`config.mk`:
```
export PLATFORM = sky130hd
export DESIGN_NAME = stump_io
export DESIGN_NICKNAME = d
export VERILOG_FILES = /design/src/rtl/stump_io_pkg.sv /design/src/rtl/stump_io_fifo.sv /design/src/rtl/stump_io.sv
export SDC_FILE = /design/constraint.sdc
export NUM_CORES = 1
export LEC_CHECK = 0
export CAP_MARGIN = 10
export CORE_UTILIZATION = 60
export DETAILED_ROUTE_END_ITERATION = 8
export GPL_TIMING_DRIVEN = 0
export PLACE_DENSITY = 0.95
export SYNTH_ARGS = -nofsm -noshare
export SYNTH_HDL_FRONTEND = slang
export SYNTH_HIERARCHICAL = 1
export SYNTH_SLANG_ARGS = --single-unit
```
`constraint.sdc`:
```
create_clock -name clk -period 5.9 [get_ports clk]
set_clock_uncertainty 0.05 [all_clocks]
set_input_delay 0.59 -clock clk [delete_from_list [all_inputs] [get_ports clk]]
set_output_delay 0.59 -clock clk [all_outputs]
set_load 0.05 [all_outputs]
```
`src/rtl/stump_io_pkg.sv`:
```
// Shared definitions for the Stump memory-mapped I/O block: register offsets,
// flag bit positions, reset values and the STATUS word layout.
package stump_io_pkg;

    localparam int unsigned DATA_W = 16;
    localparam int unsigned BYTE_W = 8;
    localparam int unsigned CNT_W  = 5;
    localparam int unsigned CTRL_W = 2;

    localparam logic [3:0] OFF_TXDATA  = 4'd0;
    localparam logic [3:0] OFF_STATUS  = 4'd1;
    localparam logic [3:0] OFF_RXDATA  = 4'd2;
    localparam logic [3:0] OFF_TIMER   = 4'd3;
    localparam logic [3:0] OFF_COMPARE = 4'd4;
    localparam logic [3:0] OFF_CTRL    = 4'd5;

    localparam int unsigned ST_RX_OVR    = 3;
    localparam int unsigned ST_TMR_MATCH = 4;
    localparam int unsigned ST_TX_OVF    = 5;

    localparam int unsigned CTRL_TMR_IE = 0;
    localparam int unsigned CTRL_RX_IE  = 1;

    localparam logic [DATA_W-1:0] COMPARE_RST = 16'hFFFF;

    typedef struct packed {
        logic [2:0]       rsvd_hi;
        logic [CNT_W-1:0] tx_count;
        logic [1:0]       rsvd_lo;
        logic             tx_ovf;
        logic             tmr_match;
        logic             rx_ovr;
        logic             rx_full;
        logic             tx_empty;
        logic             tx_full;
    } status_t;

endpackage

```
`src/rtl/stump_io_fifo.sv`:
```
// Transmit FIFO: pointers carry one extra wrap bit so full and empty are
// distinguished without a separate counter.
module stump_io_fifo #(
    parameter int unsigned DEPTH = 8,
    parameter int unsigned WIDTH = 8,
    localparam int unsigned AW = $clog2(DEPTH),
    localparam int unsigned CW = AW + 1
) (
    input  logic             clk,
    input  logic             rst,
    input  logic             push,
    input  logic             pop,
    input  logic [WIDTH-1:0] din,
    output logic [WIDTH-1:0] dout,
    output logic             full,
    output logic             empty,
    output logic [CW-1:0]    count
);

    logic [WIDTH-1:0] mem [DEPTH];
    logic [CW-1:0]    wr_ptr;
    logic [CW-1:0]    rd_ptr;
    logic             push_ok;
    logic             pop_ok;

    // A push on a full FIFO is only taken when the head leaves in the same cycle.
    assign pop_ok  = pop && !empty;
    assign push_ok = push && (!full || pop_ok);

    assign empty = (wr_ptr == rd_ptr);
    assign full  = (wr_ptr[AW] != rd_ptr[AW]) && (wr_ptr[AW-1:0] == rd_ptr[AW-1:0]);
    assign count = wr_ptr - rd_ptr;
    assign dout  = empty ? '0 : mem[rd_ptr[AW-1:0]];

    always_ff @(posedge clk or negedge rst) begin
        if (!rst) begin
            wr_ptr <= '0;
            rd_ptr <= '0;
        end else begin
            if (push_ok) wr_ptr <= wr_ptr + CW'(1);
            if (pop_ok)  rd_ptr <= rd_ptr + CW'(1);
        end
    end

    always_ff @(posedge clk) begin
        if (push_ok) mem[wr_ptr[AW-1:0]] <= din;
    end

endmodule

```
`src/rtl/stump_io.sv`:
```
// Stump memory-mapped I/O: address decode, TX FIFO port, RX byte register,
// free-running timer with compare, level interrupt and combinational read mux.
module stump_io
    import stump_io_pkg::*;
#(
    parameter logic [15:0] BASE_ADDR  = 16'hFF00,
    parameter int unsigned FIFO_DEPTH = 8
) (
    input  logic              clk,
    input  logic              rst,
    input  logic [DATA_W-1:0] address,
    input  logic [DATA_W-1:0] data_in,
    output logic [DATA_W-1:0] data_out,
    input  logic              mem_wen,
    input  logic              mem_ren,
    output logic              sel,
    output logic [BYTE_W-1:0] tx_data,
    output logic              tx_valid,
    input  logic              tx_ready,
    input  logic [BYTE_W-1:0] rx_data,
    input  logic              rx_strobe,
    output logic              irq
);

    localparam int unsigned CW = $clog2(FIFO_DEPTH) + 1;

    logic [3:0]        offset;
    logic              wr;
    logic              rd;
    logic              wr_tx;
    logic              wr_status;
    logic              wr_timer;
    logic              wr_compare;
    logic              wr_ctrl;
    logic              rd_rx;

    logic              tx_full;
    logic              tx_empty;
    logic              tx_pop;
    logic              tx_drop;
    logic [CW-1:0]     tx_count;

    logic [BYTE_W-1:0] rx_byte;
    logic              rx_full;
    logic              rx_ovr;
    logic              tmr_match;
    logic              tx_ovf;
    logic [DATA_W-1:0] timer;
    logic [DATA_W-1:0] compare;
    logic [CTRL_W-1:0] ctrl;

    status_t           status;
    logic [DATA_W-1:0] rdata;

    // Decode; a simultaneous read and write counts as a write only.
    assign offset     = address[3:0];
    assign sel        = (address[15:4] == BASE_ADDR[15:4]);
    assign wr         = sel && mem_wen;
    assign rd         = sel && mem_ren && !mem_wen;
    assign wr_tx      = wr && (offset == OFF_TXDATA);
    assign wr_status  = wr && (offset == OFF_STATUS);
    assign wr_timer   = wr && (offset == OFF_TIMER);
    assign wr_compare = wr && (offset == OFF_COMPARE);
    assign wr_ctrl    = wr && (offset == OFF_CTRL);
    assign rd_rx      = rd && (offset == OFF_RXDATA);

    assign tx_valid = !tx_empty;
    assign tx_pop   = tx_valid && tx_ready;
    assign tx_drop  = wr_tx && tx_full && !tx_pop;

    stump_io_fifo #(
        .DEPTH (FIFO_DEPTH),
        .WIDTH (BYTE_W)
    ) u_fifo (
        .clk   (clk),
        .rst   (rst),
        .push  (wr_tx),
        .pop   (tx_pop),
        .din   (data_in[BYTE_W-1:0]),
        .dout  (tx_data),
        .full  (tx_full),
        .empty (tx_empty),
        .count (tx_count)
    );

    // Flags: write-1-to-clear, with a coincident set taking priority.
    always_ff @(posedge clk or negedge rst) begin
        if (!rst) begin
            rx_byte   <= '0;
            rx_full   <= 1'b0;
            rx_ovr    <= 1'b0;
            tmr_match <= 1'b0;
            tx_ovf    <= 1'b0;
            timer     <= '0;
            compare   <= COMPARE_RST;
            ctrl      <= '0;
        end else begin
            if (rx_strobe) rx_byte <= rx_data;
            rx_full   <= rx_strobe || (rx_full && !rd_rx);
            rx_ovr    <= (rx_ovr && !(wr_status && data_in[ST_RX_OVR]))
                         || (rx_strobe && rx_full && !rd_rx);
            tmr_match <= (tmr_match && !(wr_status && data_in[ST_TMR_MATCH]))
                         || (timer == compare);
            tx_ovf    <= (tx_ovf && !(wr_status && data_in[ST_TX_OVF])) || tx_drop;
            timer     <= wr_timer ? data_in : timer + DATA_W'(1);
            if (wr_compare) compare <= data_in;
            if (wr_ctrl)    ctrl    <= data_in[CTRL_W-1:0];
        end
    end

    assign irq = (tmr_match && ctrl[CTRL_TMR_IE]) || (rx_full && ctrl[CTRL_RX_IE]);

    always_comb begin
        status           = '0;
        status.tx_count  = CNT_W'(tx_count);
        status.tx_ovf    = tx_ovf;
        status.tmr_match = tmr_match;
        status.rx_ovr    = rx_ovr;
        status.rx_full   = rx_full;
        status.tx_empty  = tx_empty;
        status.tx_full   = tx_full;
    end

    always_comb begin
        rdata = '0;
        case (offset)
            OFF_STATUS:  rdata = status;
            OFF_RXDATA:  rdata = {8'h00, rx_byte};
            OFF_TIMER:   rdata = timer;
            OFF_COMPARE: rdata = compare;
            OFF_CTRL:    rdata = {{(DATA_W-CTRL_W){1'b0}}, ctrl};
            default:     rdata = '0;
        endcase
    end

    assign data_out = sel ? rdata : '0;

endmodule

```
==> metrics.txt, run 1 <==
TritonCTS sink count=around 120; sequence of cells on the critical path=clkdlybuf4s50_1, nor2_1, and3_1, clkbuf_1, clkbuf_1, a22oi_1, a21oi_1, clkdlybuf4s50_1; reg2reg path depth=10; I/O pin total=73; VDD IR max=0.189 mV; Chip Width=roughly 100 um; Hold WC Path Type=flip-flop to flip-flop; filler cell count=505; #FFs+latches synth=118; switching share of power=23.8%; TritonCTS clock tree=done; worst stage delay on the critical path=0.83 ns; largest cells by area after synthesis=edfxtp_1 (33%), dfrtp_1 (16%), dfstp_2 (7.2%); Row Count=35; Post-Route WL=14500 um; worst hold start=rx_byte[4]; outcome=finished, final reports clean; H-tree Lvls=4; slowest library cell on the worst path=clkdlybuf4s50_1; global-route wire length before repair=22800 um; Most used DFF post-synth=edfxtp_1; die height=100 um; FMAX=238 MHz; Combinational Power Share=under 10%; Layout Nets=just under 600; power per standard cell area=272 mW/mm^2; Final HPWL DP=9520 um; Slew headroom=a little under a third; Min-Delay Path Depth=1; P&R area growth vs syn=24.8%; EDFF count, synth=64; final hold vios=0; Synth top area share=33.1%; placed cell area=0.00668 sq mm; DR iter-0 viols=373; Crit Path Class=input pin to output pin; Data arrival, critical path=3.55 ns; Sequential Power Share=45.6%; critical path's top delay family=buffers and inverters; Leak Pwr=2.70 nW; Req. time, crit path=5.26 ns; Syn Nets=485; Crit Path Max Fanout=10; CTS Buffer Depth=2; Overflow after GRT=0; Finished Cell Area=approximately 0.0072 sq mm; Worst Tran Pin Value=1.02 ns; R2R Setup Slk=2.44 ns; Num CTS Buffers=17; Cell variety after synth=48; Worst Hold End=rx_byte[4]; Initial Util=between 60% and 70%; RSZ-0062 raised after global routing=false; layout cells sized above 1=21.0%; Power Total=1.97 mW; Max-Cap Viols=0; vias in the first global route=4410; DRC viols=0; RD Place Congestion=approximately 0.85; clock transition at the registers of the reported paths=0.06 ns; drt wl/cell=21.7 um; final worst path period need=~4.2 ns; post-CTS sizing=0; vias=4212; Pins Over Slew Limit=0; P_int=about 1.5 mW; Seq/Total Area, Yosys=56.7%; Commonest cells post-synth=edfxtp_1 (64), dfrtp_1 (38), mux2i_1 (33), xor2_1 (27), nor2_1 (26); Post-synth ARST share=45.8%; yosys warns=6; Mapped Area=0.00581 sq mm; clk_lat worst skew=0.52 ns; Clk pwr share=47.8%; Syn Inst Count=432; Critical R2R Capture=u_fifo/mem[0][1]; setup TNS=0 ns; Routed Antenna Nets=0; final worst path period share=71.1%; initial antenna violation count=0; pin count of the biggest net entering global routing=36; number of iterations in the first detailed-routing pass=6; Worst setup EP type=output pin; GRT Resource Usage Total=30.8%; most frequent cell after synthesis=edfxtp_1; total setup buffers inserted after CTS=0; die area=0.0101 sq mm; worst r2r src=u_fifo/rd_ptr[2]; Post-Syn Area per Cell=13.5 sq um; cell accounting for the most synthesized area=edfxtp_1; CTS Root Cell=clkbuf_8; Avg Vias per Cell=roughly 6.3; input/output buffers=69; NetSw=0.469 mW; crit start category=input pin; WP buf/inv=4; diode count=0; Core Footprint=0.00933 sq mm; final setup fails=0
-- per-stage QoR --
step           utilization (%)  std cells  hold WS, ns  worst slack (ns)
2_1_floorplan                -        432        0.244              1.60
3_5_place_dp              71.6        631        0.447              1.81
5_1_grt                   77.7        666        0.464              1.56
4_1_cts                   77.6        664        0.461              1.75
3_3_place_gp              71.4        630        0.440              1.85
6_report                  77.7        666        0.466              1.71
-- kinds of logic (layout without fill, tap and decap cells) --
family,Yosys count,count (layout),synth area share [%]
simple gates,101,101,9.60
flops,118,118,56.7
buf+inv,39,144,3.55
compound gates,52,52,7.21
fa+ha+maj,7,7,1.64
mux,76,76,15.3
xor+xnor,39,39,6.01
-- cell type report --
cell class              count  area (sq um)  area share, %
inverters                  16          60.1          0.828
flip-flops and latches    118          3290           45.4
repair buffers             73           726           10.0
clock buffers              20           457           6.30
clock inverters            12          95.1           1.31
multi-input cells         275          2310           31.9
plain buffers              23           146           2.02
well taps                 129           161           2.23
-- power by group through the flow --
stage               clock [mW]  combinational, mW  sequential, mW
finish                   0.943              0.130           0.899
global placement             0              0.116           0.913
global route             0.986              0.140           0.901
CTS                      0.947              0.128           0.899
floorplan                    0             0.0615           0.910
detailed placement           0              0.125           0.914
-- worst max path at each step --
stage	to	from	depth (start not counted)
after floorplan	data_out[10]	address[5]	5
after global placement	data_out[6]	address[5]	7
after detailed placement	u_fifo/mem[0][6]	address[5]	7
after CTS	data_out[6]	address[2]	6
after global routing	data_out[1]	address[3]	8
final	data_out[1]	address[3]	8
-- flip-flops by register name (all words and copies together), names as in the netlist --
| register | count |
|---|---|
| rx_ovr | 1 |
| compare | 16 |
| rx_byte | 8 |
| u_fifo/mem | 64 |
| u_fifo/rd_ptr | 4 |
| rx_full | 1 |
| timer | 16 |
| tmr_match | 1 |
| u_fifo/wr_ptr | 4 |
| ctrl | 2 |
| tx_ovf | 1 |
-- worst reg2reg max path, stage by stage, from the launching register on --
cell and delay [ns]:
dfrtp_1 0.45, inv_1 0.13, ha_1 0.36, nand4_1 0.17, buf_2 0.26, inv_1 0.13
nor2b_1 0.41, or3_4 0.24, nand3b_1 0.17, nor3_1 0.48, buf_2 0.31
-- timing repair --
action / 4_1_cts / 5_1_grt
setup endpoints to repair: 0 / 0
hold endpoints to repair: 12 / 0
hold buffers: 1 / 0
-- layout by cell type, fill, tap and decap left out, types with 17 or more instances in the layout --
| cell type | n |
|---|---|
| clkbuf_16 | 17 |
| clkdlybuf4s50_1 | 68 |
| dfrtp_1 | 38 |
| edfxtp_1 | 64 |
| mux2_2 | 23 |
| mux2_4 | 20 |
| mux2i_1 | 33 |
| nand2_1 | 24 |
| nor2_1 | 26 |
| xor2_1 | 27 |
-- layer usage --
| metal | vias to the layer above | global-route usage, % | wire (um) |
|---|---|---|---|
| met5 | - | 0 | 0 |
| met4 | 0 | 16.2 | 584 |
| met3 | 59 | 6.41 | 1140 |
| met2 | 277 | 52.2 | 7370 |
| met1 | 2061 | 37.2 | 5360 |
| li1 | 1815 | - | - |
(Power assumes the default switching activity.)
==> inputs of run 2 (changes only) <==
- CORE_UTILIZATION: 60 -> 56
- PLACE_DENSITY: 0.95 -> 0.91
- clock period: 5.9 -> 4.15 ns (I/O delays scaled with it)
==> run 2 against run 1 <==
Cell area barely moved. Critical path type unchanged. Total power rose by 45%. First-iteration DRC count rose by 19%. Global-route usage fell by 1.7 points. Combinational power rose by 46%. Final cell count rose by 0.30%. Count of clock-buffer cells in the layout fell by 3. Utilization fell by 4.5 points. Flip-flop and latch count did not move. Via count rose by 0.45%. Register-to-register slack got worse by 1.9 ns.
==> metrics.txt, run 2 (synthesis results as in run 1) <==
Core Footprint=0.00991 sq mm (+6.2%); final worst slack=0.279 ns (-1.43 ns); final worst path period need=3.87 ns; number of iterations in the first detailed-routing pass=6 (unchanged); die height=104 um (+3.4%); reg2reg path depth=8 (-2); RSZ-0062 raised after global routing=false; final worst path period share=between 90% and 100%; vias=4231 (+0.45%); VDD IR max=0.390 mV (+110%); TritonCTS sink count=118 (unchanged); Post-Place Setup Slack=0.0960 ns (-1.71 ns); GRT Resource Usage Total=29.1% (-1.7 points); outcome=finished, final reports clean; Num CTS Buffers=17 (unchanged); die area=0.0108 sq mm (+7.0%); commonest non-fill, non-tap cells in the layout=clkdlybuf4s50_1 (68), edfxtp_1 (64), dfrtp_1 (38), mux2i_1 (33), xor2_1 (27); Leak Pwr=2.70 nW (-0.10%); DRC viols=0 (unchanged); Max-Cap Viols=0 (unchanged); crit start category=input pin; Post-Route WL=14900 um (+3.2%); slowest library cell on the worst path=clkdlybuf4s50_1; H-tree Lvls=4 (unchanged); filler cell count=607 (+20%); clock transition at the registers of the reported paths=0.06 ns (about the same); Hold WC Path Type=input pin to async pin; RD Place Congestion=0.875 (+2.5%); I/O pin total=73 (unchanged); P&R area growth vs syn=24.9% (about the same); Hold Worst Slack=0.290 ns (-0.176 ns); CTS Buffer Depth=2 (unchanged); clk_lat worst skew=0.52 ns (about the same); initial antenna violation count=0 (unchanged); Layout Nets=575 (-0.35%); Worst setup EP type=output pin; Crit Path Max Fanout=10 (unchanged); pin count of the biggest net entering global routing=41 (+14%); sequence of cells on the critical path=clkdlybuf4s50_1, nor4b_2, clkbuf_1, a222oi_1, nor2_1, clkdlybuf4s50_1; Row Count=36 (+2.9%); commonest non-fill, non-tap cell in the layout=clkdlybuf4s50_1; R2R Setup Slk=0.57 ns (-1.87 ns); Worst Tran Pin Value=1.16 ns (+0.144 ns); cell seen most often among critical-path stages=clkdlybuf4s50_1; DR iter-0 viols=445 (+19%); final setup fails=0 (unchanged); Slew headroom=22.0% (-9.1 points); input/output buffers=69 (unchanged); Req. time, crit path=3.68 ns (-1.58 ns); FMAX=258 MHz; vias in the first global route=4433 (+0.52%); layout cells sized above 1=20.9% (-0.11 points); power per standard cell area=394 mW/mm^2 (+45%); worst stage delay on the critical path=0.86 ns (+0.03 ns); Routed Antenna Nets=0 (unchanged); Crit Path Class=input pin to output pin; setup TNS=0 ns (unchanged); drt wl/cell=22.3 um (+2.9%); max reg flops=64 (unchanged); Avg Vias per Cell=6.33 (+0.15%); final hold vios=0 (unchanged); Initial Util=58.6% (-3.7 points); Pins Over Slew Limit=0 (unchanged); Final HPWL DP=9030 um (-5.1%); Chip Width=104 um (+3.4%); CTS Root Cell=clkbuf_8; global-route wire length before repair=23600 um (+3.5%); TritonCTS clock tree=done; post-CTS sizing=0 (unchanged); Overflow after GRT=0 (unchanged); diode count=0 (unchanged); Data arrival, critical path=3.41 ns (-0.14 ns)
==> run 2: cell count changes in the layout (fill, tap and decap cells not counted), sizes merged <==
cell    before  now
bufinv       0    1
clkbuf      35   31
buf         12   11
inv         19   23
clkinv       7    5
==> run 2: worst paths after layout <==
kind / start / end
setup / recovery: address[2] / data_out[6]
hold / removal: rst / timer[14]
setup reg to reg: u_fifo/wr_ptr[0] / u_fifo/mem[4][3]
hold reg to reg: rx_byte[2] / rx_byte[2]
max in group asynchronous: rst / compare[2]
min in group clk: rx_strobe / rx_full
==> run 2: critical path, delay by kind of cell <==
kind / cells / cell delay, ns
simple gates: 2 / 0.89
buf+inv: 3 / 1.91
compound gates: 1 / 0.18
==> run 2: layout make-up <==
| class | count | area, sq um | share of cell area [%] |
|---|---|---|---|
| flip-flops and latches | 118 | 3290 | 45.4 |
| well taps | 133 | 166 | 2.29 |
| repair buffers | 71 | 716 | 9.86 |
| multi-input cells | 275 | 2320 | 31.9 |
| inverters | 16 | 60.1 | 0.828 |
| clock buffers | 17 | 414 | 5.71 |
| clock inverters | 15 | 144 | 1.98 |
| plain buffers | 23 | 146 | 2.02 |
==> run 2: what timing repair did <==
item                                   CTS  global route
setup buffers                            0             0
endpoints found under the hold margin    7             0
hold buffers                             1             0
==> run 2: stage by stage <==
stage,cells,total power [mW],utilization [%],instance area (sq um)
final,668,2.86,73.2,7260
after global routing,668,2.93,73.2,7260
after CTS,668,2.86,73.2,7250
after detailed placement,635,1.48,67.4,6680
after global placement,634,1.46,67.3,6670
after floorplan,432,1.38,-,5810
==> run 2: layer usage <==
layer | track usage, % | share of wire [%] | vias up | wire, um
met5 | 0 | 0 | - | 0
met4 | 15.6 | 5.2 | 0 | 778
met3 | 7.77 | 8.3 | 78 | 1240
met2 | 49.4 | 50 | 290 | 7460
met1 | 33.6 | 36 | 2047 | 5440
li1 | - | - | 1816 | -
==> run 2: power breakdown <==
| part | leakage, nW | internal [mW] | total, mW | switching (mW) |
|---|---|---|---|---|
| sequential | 1.22 | 1.26 | 1.28 | 0.0196 |
| combinational | 1.21 | 0.0847 | 0.190 | 0.105 |
| clock | 0.270 | 0.807 | 1.39 | 0.581 |
| total | 2.70 | 2.15 | 2.86 | 0.705 |
